File: config.mk
export PLATFORM = sky130hd
export DESIGN_NAME = tick_period_meter
export DESIGN_NICKNAME = d
export VERILOG_FILES = /design/src/rtl/tick_period_meter.sv
export SDC_FILE = /design/constraint.sdc
export NUM_CORES = 1
export LEC_CHECK = 0
export CAP_MARGIN = 20
export CORE_ASPECT_RATIO = 0.75
export CORE_MARGIN = 2
export CORE_UTILIZATION = 45
export CTS_CLUSTER_DIAMETER = 80
export DETAILED_ROUTE_END_ITERATION = 10
export DONT_BUFFER_PORTS = 1
export HOLD_SLACK_MARGIN = 0.03
export SYNTH_ARGS = -nofsm -noshare
export SYNTH_HDL_FRONTEND = slang
export SYNTH_SLANG_ARGS = --single-unit
File: constraint.sdc
create_clock -name mclk -period 5.2 [get_ports mclk]
set_clock_uncertainty 0.15 [all_clocks]
set_input_delay 1.56 -clock mclk [delete_from_list [all_inputs] [get_ports mclk]]
set_output_delay 1.56 -clock mclk [all_outputs]
set_load 0.02 [all_outputs]
File: src/rtl/tick_period_meter.sv
// tick_period_meter: measures tick spacing in mclk cycles, flags
// out-of-tolerance periods, detects tick loss, keeps lock/min/max/count.
// Optional macro TICK_SYNC_EN: tick_in is an async level clock
// (2-flop sync + edge detect, t_ev = rising edge); otherwise tick_in
// is a same-domain strobe used directly as the tick event.
// Ports:
//   mclk, clr_n (async active-low) : clock / reset
//   tick_in                        : tick under test
//   clear_stats                    : reinitialise count/min/max/sticky
//   period, period_valid, period_err : last period, update pulse, error
//   err_sticky, lost, locked       : status flags
//   tick_count, min_period, max_period : statistics since clear
module tick_period_meter #(
   parameter int unsigned W          = 32,
   parameter int unsigned EXP_PERIOD = 100000,
   parameter int unsigned TOL        = 16
) (
   input  logic         mclk,
   input  logic         clr_n,
   input  logic         tick_in,
   input  logic         clear_stats,
   output logic [W-1:0] period,
   output logic         period_valid,
   output logic         period_err,
   output logic         err_sticky,
   output logic         lost,
   output logic         locked,
   output logic [15:0]  tick_count,
   output logic [W-1:0] min_period,
   output logic [W-1:0] max_period
);

   typedef enum logic [1:0] {ARM, MEAS, LOST} state_t;

   localparam logic [W-1:0]        LIM   = W'(EXP_PERIOD + TOL);
   localparam logic signed [W:0]   EXP_S = (W+1)'(EXP_PERIOD);
   localparam logic signed [W:0]   TOL_S = (W+1)'(TOL);

   logic t_ev;

`ifdef TICK_SYNC_EN
   // s1/s2 synchronise, s3 holds the previous level, ev_q is the
   // registered rising edge so a long high level is one event.
   logic s1_q, s2_q, s3_q, ev_q;
   always_ff @(posedge mclk or negedge clr_n) begin
      if (!clr_n) begin
         s1_q <= 1'b0;
         s2_q <= 1'b0;
         s3_q <= 1'b0;
         ev_q <= 1'b0;
      end else begin
         s1_q <= tick_in;
         s2_q <= s1_q;
         s3_q <= s2_q;
         ev_q <= s2_q & ~s3_q;
      end
   end
   assign t_ev = ev_q;
`else
   assign t_ev = tick_in;
`endif

   state_t        state_q, state_d;
   logic [W-1:0]  cnt_q, cnt_d;
   logic [W-1:0]  period_q, period_d;
   logic          pv_q, pv_d;
   logic          perr_q, perr_d;
   logic          sticky_q, sticky_d;
   logic          lost_q, lost_d;
   logic [1:0]    run_q, run_d;
   logic          locked_q, locked_d;
   logic [15:0]   tc_q, tc_d;
   logic [W-1:0]  min_q, min_d;
   logic [W-1:0]  max_q, max_d;

   logic [W-1:0]     meas;
   logic signed [W:0] diff, absd;
   logic          bad;
   logic          rep;
   logic          arm_tick;
   logic [15:0]   tc_b;
   logic [W-1:0]  min_b, max_b;
   logic          sticky_b;

   // Difference taken one bit wider so it can never overflow.
   assign meas = cnt_q + 1'b1;
   assign diff = $signed({1'b0, meas}) - EXP_S;
   assign absd = diff[W] ? -diff : diff;
   assign bad  = absd > TOL_S;

   always_ff @(posedge mclk or negedge clr_n) begin
      if (!clr_n) begin
         state_q  <= ARM;
         cnt_q    <= '0;
         period_q <= '0;
         pv_q     <= 1'b0;
         perr_q   <= 1'b0;
         sticky_q <= 1'b0;
         lost_q   <= 1'b0;
         run_q    <= 2'd0;
         locked_q <= 1'b0;
         tc_q     <= 16'd0;
         min_q    <= '1;
         max_q    <= '0;
      end else begin
         state_q  <= state_d;
         cnt_q    <= cnt_d;
         period_q <= period_d;
         pv_q     <= pv_d;
         perr_q   <= perr_d;
         sticky_q <= sticky_d;
         lost_q   <= lost_d;
         run_q    <= run_d;
         locked_q <= locked_d;
         tc_q     <= tc_d;
         min_q    <= min_d;
         max_q    <= max_d;
      end
   end

   always_comb begin
      state_d  = state_q;
      period_d = period_q;
      pv_d     = 1'b0;
      perr_d   = 1'b0;
      run_d    = run_q;
      rep      = 1'b0;
      arm_tick = 1'b0;

      if (t_ev)
         cnt_d = '0;
      else if (cnt_q == '1)
         cnt_d = cnt_q;
      else
         cnt_d = cnt_q + 1'b1;

      unique case (state_q)
         ARM: begin
            if (t_ev) begin
               state_d  = MEAS;
               arm_tick = 1'b1;
            end
         end
         MEAS: begin
            if (t_ev) begin
               rep      = 1'b1;
               period_d = meas;
               pv_d     = 1'b1;
               perr_d   = bad;
               if (bad)
                  run_d = 2'd0;
               else if (run_q != 2'd2)
                  run_d = run_q + 2'd1;
            end else if (cnt_q >= LIM) begin
               state_d = LOST;
               run_d   = 2'd0;
            end
         end
         LOST: begin
            if (t_ev) begin
               state_d  = MEAS;
               arm_tick = 1'b1;
            end
         end
         default: state_d = ARM;
      endcase

      // Clear first, then fold in this cycle's sample on top of it.
      tc_b     = clear_stats ? 16'd0 : tc_q;
      min_b    = clear_stats ? '1    : min_q;
      max_b    = clear_stats ? '0    : max_q;
      sticky_b = clear_stats ? 1'b0  : sticky_q;

      tc_d     = tc_b + {15'd0, rep | arm_tick};
      min_d    = min_b;
      max_d    = max_b;
      sticky_d = sticky_b;
      if (rep) begin
         if (meas < min_b) min_d = meas;
         if (meas > max_b) max_d = meas;
         sticky_d = sticky_b | bad;
      end
      // Loss wins over a concurrent clear.
      if (state_d == LOST) sticky_d = 1'b1;

      lost_d   = (state_d == LOST);
      locked_d = (run_d == 2'd2);
   end

   assign period       = period_q;
   assign period_valid = pv_q;
   assign period_err   = perr_q;
   assign err_sticky   = sticky_q;
   assign lost         = lost_q;
   assign locked       = locked_q;
   assign tick_count   = tc_q;
   assign min_period   = min_q;
   assign max_period   = max_q;

endmodule

* After elaboration in Yosys (flattened, before gate mapping)
Index checks and enable logic that the tools add are counted.
Word-level totals: flip-flop bits (word level) 153, input bits 4, output and inout port bits 117, logic and storage cells 60
Cells by class: $add $sub $neg 5, magnitude comparators 4, equal/unequal tests 7, multiplexer cells 27, bitwise operators 2, reductions and logical operators 3
Operators with widths (number):
- $mux W32 | 8
- $gt A33 B6 Y1 const B | 1
- $mux W33 | 1
- $neg A33 Y33 | 1
- $sub A32 B17 Y33 const B | 1
- $add A32 B1 Y32 const B | 1
- $eq A32 B32 Y1 const B | 1
- $ge A32 B17 Y1 const B | 1
- $gt A32 B32 Y1 | 1
- $lt A32 B32 Y1 | 1
- $add A16 B1 Y16 | 1
- $mux W16 | 1
- $mux W2 | 8
- $mux W1 | 8
- $eq A2 B2 Y1 const B | 3
- $ne A2 B2 Y1 const B | 2
- $pmux W2 S2 | 1
- $add A2 B1 Y2 const B | 1
- $eq A2 B1 Y1 const B | 1
- $logic_not A2 Y1 | 1
- $or A1 B1 Y1 | 2
- $reduce_and A2 Y1 | 1
- $reduce_or A2 Y1 | 1

* Logic depth before layout (Yosys ltp)
Gate-level depths: netlist of the first run.
depth in word-level cells 9, depth in mapped cells 20

* Worst setup path after synthesis of the first run
OpenSTA, ideal clock, no wires.
path kind input to register, from input port clear_stats, to register min_q[14] (netlist: min_period[14]), library setup time 100 ps, arrival time 4591 ps, data required time 4950 ps, slack 359 ps, stages on the path 16, buffers on the path 4, cells stage by stage clkbuf_1 -> clkbuf_1 -> buf_1 -> nor2_1 -> ha_1 -> a21oi_1 -> nor2b_1 -> o21ai_0 -> nand2b_1 -> maj3_1 -> a21o_1 -> a21o_1 -> a221oi_1 -> a31oi_1 -> buf_2 -> mux2i_1
Between the ends: word-level cells in the longest chain between the ends 4
Ends and longest elaborated chain:
- from (decl) | RTL line 21 | input logic clear_stats,
- $mux W32 (*) | RTL line 170 | min_b = clear_stats ? '1 : min_q;
- $lt A32 B32 Y1 | RTL line 179 | if (meas < min_b) min_d = meas;
- $mux W32 | RTL line 179
- $mux W32 (*) | RTL line 178 | if (rep) begin
- named net min_d[14] | RTL line 73 | logic [W-1:0] min_q, min_d;
- to (signal assigned) | RTL line 116 | min_q <= min_d;
- to (decl) | RTL line 73
The timed path passes the listed nets; every way through them passes the cells marked *. A chain may end at the register's enable or synchronous reset.

* Final worst setup path of the first run
from register cnt_q[4], to register min_q[3] (netlist: min_period[3])
Between the ends: word-level cells in the longest chain between the ends 4
Ends and longest elaborated chain:
- from (decl) | RTL line 64 | logic [W-1:0] cnt_q, cnt_d;
- from (signal assigned) | RTL line 107 | cnt_q <= cnt_d;
- $add A32 B1 Y32 | RTL line 86 | assign meas = cnt_q + 1'b1;
- $lt A32 B32 Y1 | RTL line 179
- $mux W32 | RTL line 179
- $mux W32 | RTL line 178
- named net min_d[3] | RTL line 73
The timed path passes the listed nets, and every way through them passes these cells.

==> metrics.yaml, run 1 <==
status: "completed"
diodes: 0
layout_overhead_on_the_synthesized_area_pct: 11.3
final_cell_mix: "sky130_fd_sc_hd__dfrtp_1 (120), sky130_fd_sc_hd__nand2_1 (98), sky130_fd_sc_hd__o21ai_0 (83), sky130_fd_sc_hd__nor2_1 (71), sky130_fd_sc_hd__mux2i_1 (67)"
launch_instance_of_the_worst_min_delay_path: "state_q[0]"
crit_required_ns: 5.41
internal_power_w: 0.00197
ctsHtreeMaxLevel: 4
drt_wl_total_um: 28800
die-width_um: 174
seq_power_share: 0.475
avgViaCountPerCell: 6.08
synth-seq-area-share: 0.396
placement_rows: 46
max_freq_mhz: 206
wire_length_of_the_first_global_routing_pass_um: 45700
crit_arrival_ns: 5.06
hp-class: "reg2reg"
cts.root.buffer_cell: "sky130_fd_sc_hd__clkbuf_16"
finish.net_count: 1110
die_area_um2: 22900
startpoint: "cnt_q[4]"
synthesis.nets: 1089
p_sw_w: 0.000764
clock_latency_on_the_worst_skew_pair_ns: 0.43
path_max_fanout: 26
via_count: 8169
rr_worst_depth: 16
maximum_number_of_pins_on_one_net_before_global_route_repair: 154
port_buffers: 0
timing.final.crit_period_ns: 4.86
synthCells: 1022
drt-wirelength-per-cell_um: 21.4
netlist_area_pre_place_um2: 9780
layout.cells.most_common: "sky130_fd_sc_hd__dfrtp_1"
yosys_most_used_dff: "sky130_fd_sc_hd__dfrtp_1"
drt_first_pass_iters: 6
initial_core_util: 0.460
slew_margin_rel: 0.441
finalCoreUtilization: 0.513
r2r-start: "cnt_q[4]"
core-area_um2: 21200
numClockSinks: 153
power.ir.vdd_worst_mv: 0.215
finalHoldViolations: 0
worst_hold_path_ep: "state_q[0]"
finalWeightedCongestion: 0.958
dp.cells: 1312
whs_path_depth: 1
end_kind: "flop"
cts_buffers: 17
route.antenna.remaining_nets: 0
vias_in_the_first_global_route: 7627
power_frac_comb: 0.086
postSynthAreaPerCell_um2: 9.57
worst_hold_slack_ns: 0.365
grt_overflow: 0
drc: 0
ys_seq_elements: 153
clockBufferDepth: 2
drv_cap: 0
start_kind: "flop"
final_hpwl_from_detailed_placement_um: 21500
detail_route.iter0.violations: 1019
ys_types: 95
leakagePower_nw: 5.14
post-cts-setup-buffer-count: 0
timing_worst_setup_path_type: "reg2reg"
setup_violations: 0
power.density_nw_per_um2: 251
drive_gt1_frac: 0.161
initial_antenna_violation_count: 0
die-height_um: 132
power.share.clock: 0.440
synth-edff-count: 0
hold_buf_count_cts: 0
final.setup.tns_ns: 0
boundaryPins: 121
final-instance-count-excl-fill: 1344
worst_slew_pin_slew_ns: 0.833
track_usage: 0.255
synth_warnings: 0
path_clk_slew_ns: 0.07
rrSetupSlack_ns: 0.34
period_share: 0.934
grt_setup_unrepaired: "no"
timing.rr.end: "min_period[3]"
timing_max_transition_violations_final: 0
post_synth_arst_share: 1.00
power_switching_share: 0.280
cts_tree: "done"
## stage by stage
stage	setup slack [ns]	cell area (µm²)	power [W]
after floorplan	0.359	9780	0.00150
after global placement	0.380	10300	0.00155
after detailed placement	0.293	10300	0.00155
after CTS	0.261	10900	0.00275
after global routing	0.0388	10900	0.00283
final	0.344	10900	0.00273
## power groups by stage
stage	clock network [W]	logic [W]	registers, W
final	0.00120	0.000234	0.00130
after global routing	0.00127	0.000257	0.00130
after CTS	0.00122	0.000232	0.00130
after detailed placement	0	0.000231	0.00132
after global placement	0	0.000229	0.00132
after floorplan	0	0.000189	0.00131
## per-layer routing
layer,routed length (µm),up-vias,share of wire,global-route usage
li1,-,3778,-,-
met1,14300,4003,0.50,0.395
met2,11600,356,0.40,0.345
met3,2550,32,0.089,0.0715
met4,366,0,0.013,0.0565
met5,0,-,0,0
## worst max-delay path, stage by stage (launching register included)
cell and delay, ns:
sky130_fd_sc_hd__dfrtp_1 0.59, sky130_fd_sc_hd__nand4_2 0.28, sky130_fd_sc_hd__or3_4 0.48, sky130_fd_sc_hd__or4_1 0.58
sky130_fd_sc_hd__and2_1 0.22, sky130_fd_sc_hd__inv_2 0.12, sky130_fd_sc_hd__ha_1 0.26, sky130_fd_sc_hd__nor2b_1 0.13
sky130_fd_sc_hd__o21ai_0 0.14, sky130_fd_sc_hd__nand2b_1 0.07, sky130_fd_sc_hd__maj3_1 0.34, sky130_fd_sc_hd__a21o_1 0.18
sky130_fd_sc_hd__a21o_1 0.17, sky130_fd_sc_hd__a221oi_1 0.37, sky130_fd_sc_hd__a31oi_4 0.23, sky130_fd_sc_hd__buf_12 0.24
sky130_fd_sc_hd__mux2i_1 0.18
## what timing repair did
| action | 4_1_cts | 5_1_grt |
|---|---|---|
| endpoints found under the setup margin | 0 | 22 |
| gates resized for setup | 0 | 2 |
| endpoints found under the hold margin | 0 | 0 |
## how the worst max path moves through the flow
stage / to / depth (start not counted)
6_report: min_period[3] / 16
5_1_grt: min_period[19] / 16
4_1_cts: min_period[4] / 17
3_5_place_dp: min_period[19] / 17
3_3_place_gp: max_period[20] / 13
2_1_floorplan: min_period[14] / 16
## final cells by class
cell class | instances | area (µm²)
Multi-Input combinational cell | 773 | 5510
Sequential cell | 153 | 3870
Clock buffer | 18 | 429
Clock inverter | 14 | 129
Fill cell | 1930 | 10400
Inverter | 43 | 161
Tap cell | 288 | 360
Timing Repair Buffer | 55 | 425
## logic make-up (layout without fill, tap and decap cells)
group / after synthesis / after routing / share of synthesized area
xor+xnor: 55 / 55 / 0.0560
fa+ha+maj: 65 / 65 / 0.0827
compound gates: 225 / 225 / 0.154
mux: 69 / 69 / 0.0709
flops: 153 / 153 / 0.396
buf+inv: 96 / 130 / 0.0444
simple gates: 359 / 359 / 0.197
## sequential cells by signal, summed over array words and instances, names as in the netlist
register / count
min_period: 32
period: 32
locked: 1
tick_count: 16
period_err: 1
period_valid: 1
max_period: 32
lost: 1
state_q: 2
cnt_q: 32
err_sticky: 1
run_q: 2
## synthesized netlist by cell type (4+ instances only)
cell	instances	area share
sky130_fd_sc_hd__a21oi_1	33	0.017
sky130_fd_sc_hd__inv_1	35	0.013
sky130_fd_sc_hd__mux2i_1	67	0.069
sky130_fd_sc_hd__o22ai_1	5	0.0032
sky130_fd_sc_hd__nor2_1	71	0.027
sky130_fd_sc_hd__o211ai_1	5	0.0038
sky130_fd_sc_hd__ha_1	63	0.081
sky130_fd_sc_hd__a21o_1	21	0.016
sky130_fd_sc_hd__a22oi_1	4	0.0031
sky130_fd_sc_hd__xnor2_2	4	0.0067
sky130_fd_sc_hd__o21a_1	8	0.0061
sky130_fd_sc_hd__nor3_1	20	0.010
sky130_fd_sc_hd__buf_6	5	0.0058
sky130_fd_sc_hd__dfstp_2	32	0.086
sky130_fd_sc_hd__nor4_1	13	0.0083
sky130_fd_sc_hd__dfrtp_1	121	0.31
sky130_fd_sc_hd__nor2b_1	14	0.0090
sky130_fd_sc_hd__or3_1	11	0.0070
sky130_fd_sc_hd__a31oi_1	7	0.0045
sky130_fd_sc_hd__nand2b_1	5	0.0032
sky130_fd_sc_hd__inv_2	7	0.0027
sky130_fd_sc_hd__o21ai_0	83	0.042
sky130_fd_sc_hd__and3_1	13	0.0083
sky130_fd_sc_hd__o2111ai_1	6	0.0054
sky130_fd_sc_hd__clkbuf_1	23	0.0088
sky130_fd_sc_hd__buf_1	4	0.0015
sky130_fd_sc_hd__xnor2_1	33	0.030
sky130_fd_sc_hd__a211oi_1	4	0.0031
sky130_fd_sc_hd__and2_1	7	0.0045
sky130_fd_sc_hd__and4_1	10	0.0090
sky130_fd_sc_hd__xor2_1	14	0.013
sky130_fd_sc_hd__buf_4	4	0.0031
sky130_fd_sc_hd__o31a_1	5	0.0045
sky130_fd_sc_hd__nand3_1	33	0.017
sky130_fd_sc_hd__nand2_1	99	0.038
sky130_fd_sc_hd__o31ai_1	4	0.0031
sky130_fd_sc_hd__nand4_1	29	0.019
sky130_fd_sc_hd__or4_1	6	0.0046
sky130_fd_sc_hd__buf_2	17	0.0087
Note: power is estimated with default switching activity, not from simulation.
==> run 2, diff against run 1 <==
Settings changed: CAP_MARGIN 20 to not set, CTS_BUF_LIST set to sky130_fd_sc_hd__clkbuf_4 sky130_fd_sc_hd__clkbuf_8.
==> run 2 against run 1 <==
Against the previous run: cell count unchanged; sequential share of layout area grew 0.62 points; highest routed layer unchanged; critical path depth grew 1; cell area down 1.7%; critical path type unchanged; largest power group unchanged; largest cell class unchanged; setup slack worse by 0.025 ns; sequential power is essentially flat.
==> metrics.yaml, run 2 (synthesis results as in run 1) <==
status: "completed"
power.ir.vdd_worst_mv: 0.144
drc: 0
max_stage_delay_ns: 0.59
wire_length_of_the_first_global_routing_pass_um: 45500
internal_power_w: 0.00169
worst-path-buf-inv: 2
post-cts-setup-buffer-count: 0
power.share.clock: 0.367
initial_core_util: 0.460
clock_latency_on_the_worst_skew_pair_ns: 0.48
path_clk_slew_ns: 0.09
cts_tree: "done"
drt-wirelength-per-cell_um: 21.4
seq_power_share: 0.536
crit_path_top_delay_cell: "sky130_fd_sc_hd__or4_1"
crit_required_ns: 5.44
detail_route.iter0.violations: 949
path_max_fanout: 26
power.density_nw_per_um2: 226
worst_setup_margin_ns: 0.318
total_power_w: 0.00242
power_frac_comb: 0.097
track_usage: 0.254
ctsHtreeMaxLevel: 4
numClockSinks: 153
timing.final.crit_period_ns: 4.88
finalCoreUtilization: 0.504
clockBufferDepth: 2
drive_gt1_frac: 0.162
final.setup.tns_ns: 0
final_cell_mix: "sky130_fd_sc_hd__dfrtp_1 (120), sky130_fd_sc_hd__nand2_1 (98), sky130_fd_sc_hd__o21ai_0 (83), sky130_fd_sc_hd__nor2_1 (71), sky130_fd_sc_hd__mux2i_1 (67)"
drv_cap: 0
grt_setup_unrepaired: "no"
final_hpwl_from_detailed_placement_um: 21500
end_kind: "flop"
setup_violations: 0
period_share: 0.939
cts.root.buffer_cell: "sky130_fd_sc_hd__clkbuf_8"
critical-path-top-delay-family: "simple AND/OR/NAND/NOR gates"
layout.cells.most_common: "sky130_fd_sc_hd__dfrtp_1"
die-width_um: 174
leakagePower_nw: 5.05
p_sw_w: 0.000725
maximum_number_of_pins_on_one_net_before_global_route_repair: 154
n_fill_cell: 1949
port_buffers: 0
timing_worst_setup_path_type: "reg2reg"
crit_arrival_ns: 5.12
cts_buffers: 17
die-height_um: 132
core-area_um2: 21200
drt_wl_total_um: 28700
boundaryPins: 121
finalHoldViolations: 0
drt_first_pass_iters: 6
avgViaCountPerCell: 6.00
max_freq_mhz: 205
start_kind: "flop"
die_area_um2: 22900
hp-class: "reg2reg"
power_switching_share: 0.300
placement_rows: 46
finish.net_count: 1110
cts_repair_resize_count: 0
diodes: 0
multi_input_area_um2: 5510
layout_overhead_on_the_synthesized_area_pct: 9.39
worst_slew_pin_slew_ns: 0.842
grt_overflow: 0
placement.setup.worst_slack_ns: 0.293
hold_buf_count_cts: 0
final-seq-area_um2: 3870
timing_max_transition_violations_final: 0
route.antenna.remaining_nets: 0
via_count: 8063
path_cells: "ha_1 -> nand4_2 -> or3_4 -> or4_1 -> and2_1 -> inv_2 -> ha_1 -> nor2b_1 -> o21ai_0 -> nand2b_1 -> maj3_1 -> a21o_1 -> a21o_1 -> a221oi_1 -> a31oi_4 -> buf_12 -> mux2i_1"
initial_antenna_violation_count: 0
vias_in_the_first_global_route: 7632
slew_margin_rel: 0.436
finalWeightedCongestion: 0.958
-- run 2: changes by cell type in the layout (fill, tap and decap cells not counted) --
cell,previous run,this run
sky130_fd_sc_hd__clkbuf_16,17,0
sky130_fd_sc_hd__clkbuf_1,1,0
sky130_fd_sc_hd__clkbuf_8,0,17
sky130_fd_sc_hd__clkbuf_4,0,1
-- run 2: worst paths after layout --
check / cells past startpoint / from / slack (ns) / endpoint
max in group asynchronous: 0 / clr_n / 3.96 / min_period[7]
worst max-delay path: 17 / cnt_q[1] / 0.32 / min_period[15]
worst min register to register: 1 / state_q[0] / 0.37 / state_q[0]
worst max register to register: 17 / cnt_q[1] / 0.32 / min_period[15]
min in group asynchronous: 0 / clr_n / 0.62 / period[5]
worst min-delay path: 1 / state_q[0] / 0.37 / state_q[0]
-- run 2: per-layer routing --
layer	part of all wire	vias to the layer above	global-route usage	wire length, µm
li1	-	3766	-	-
met3	0.089	32	0.0761	2570
met1	0.50	3957	0.393	14200
met5	0	-	0	0
met2	0.40	308	0.344	11600
met4	0.012	0	0.0481	357
-- run 2: power by group through the flow --
stage	Sequential [W]	Combinational, W	Clock, W
4_1_cts	0.00130	0.000232	0.000906
2_1_floorplan	0.00131	0.000189	0
3_3_place_gp	0.00132	0.000229	0
3_5_place_dp	0.00132	0.000231	0
6_report	0.00130	0.000233	0.000887
5_1_grt	0.00130	0.000257	0.000956
-- run 2: layout make-up --
cell class | instances | share of cell area
well taps | 288 | 0.0337
clock buffers | 18 | 0.0226
flip-flops and latches | 153 | 0.362
repair buffers | 55 | 0.0398
multi-input cells | 773 | 0.515
clock inverters | 14 | 0.0120
inverters | 43 | 0.0151
-- run 2: through the flow --
stage | instance area, µm² | instances | hold WS, ns
floorplan | 9780 | 1022 | 0.311
global placement | 10300 | 1312 | 0.342
detailed placement | 10300 | 1312 | 0.354
CTS | 10700 | 1344 | 0.370
global route | 10700 | 1344 | 0.391
finish | 10700 | 1344 | 0.368
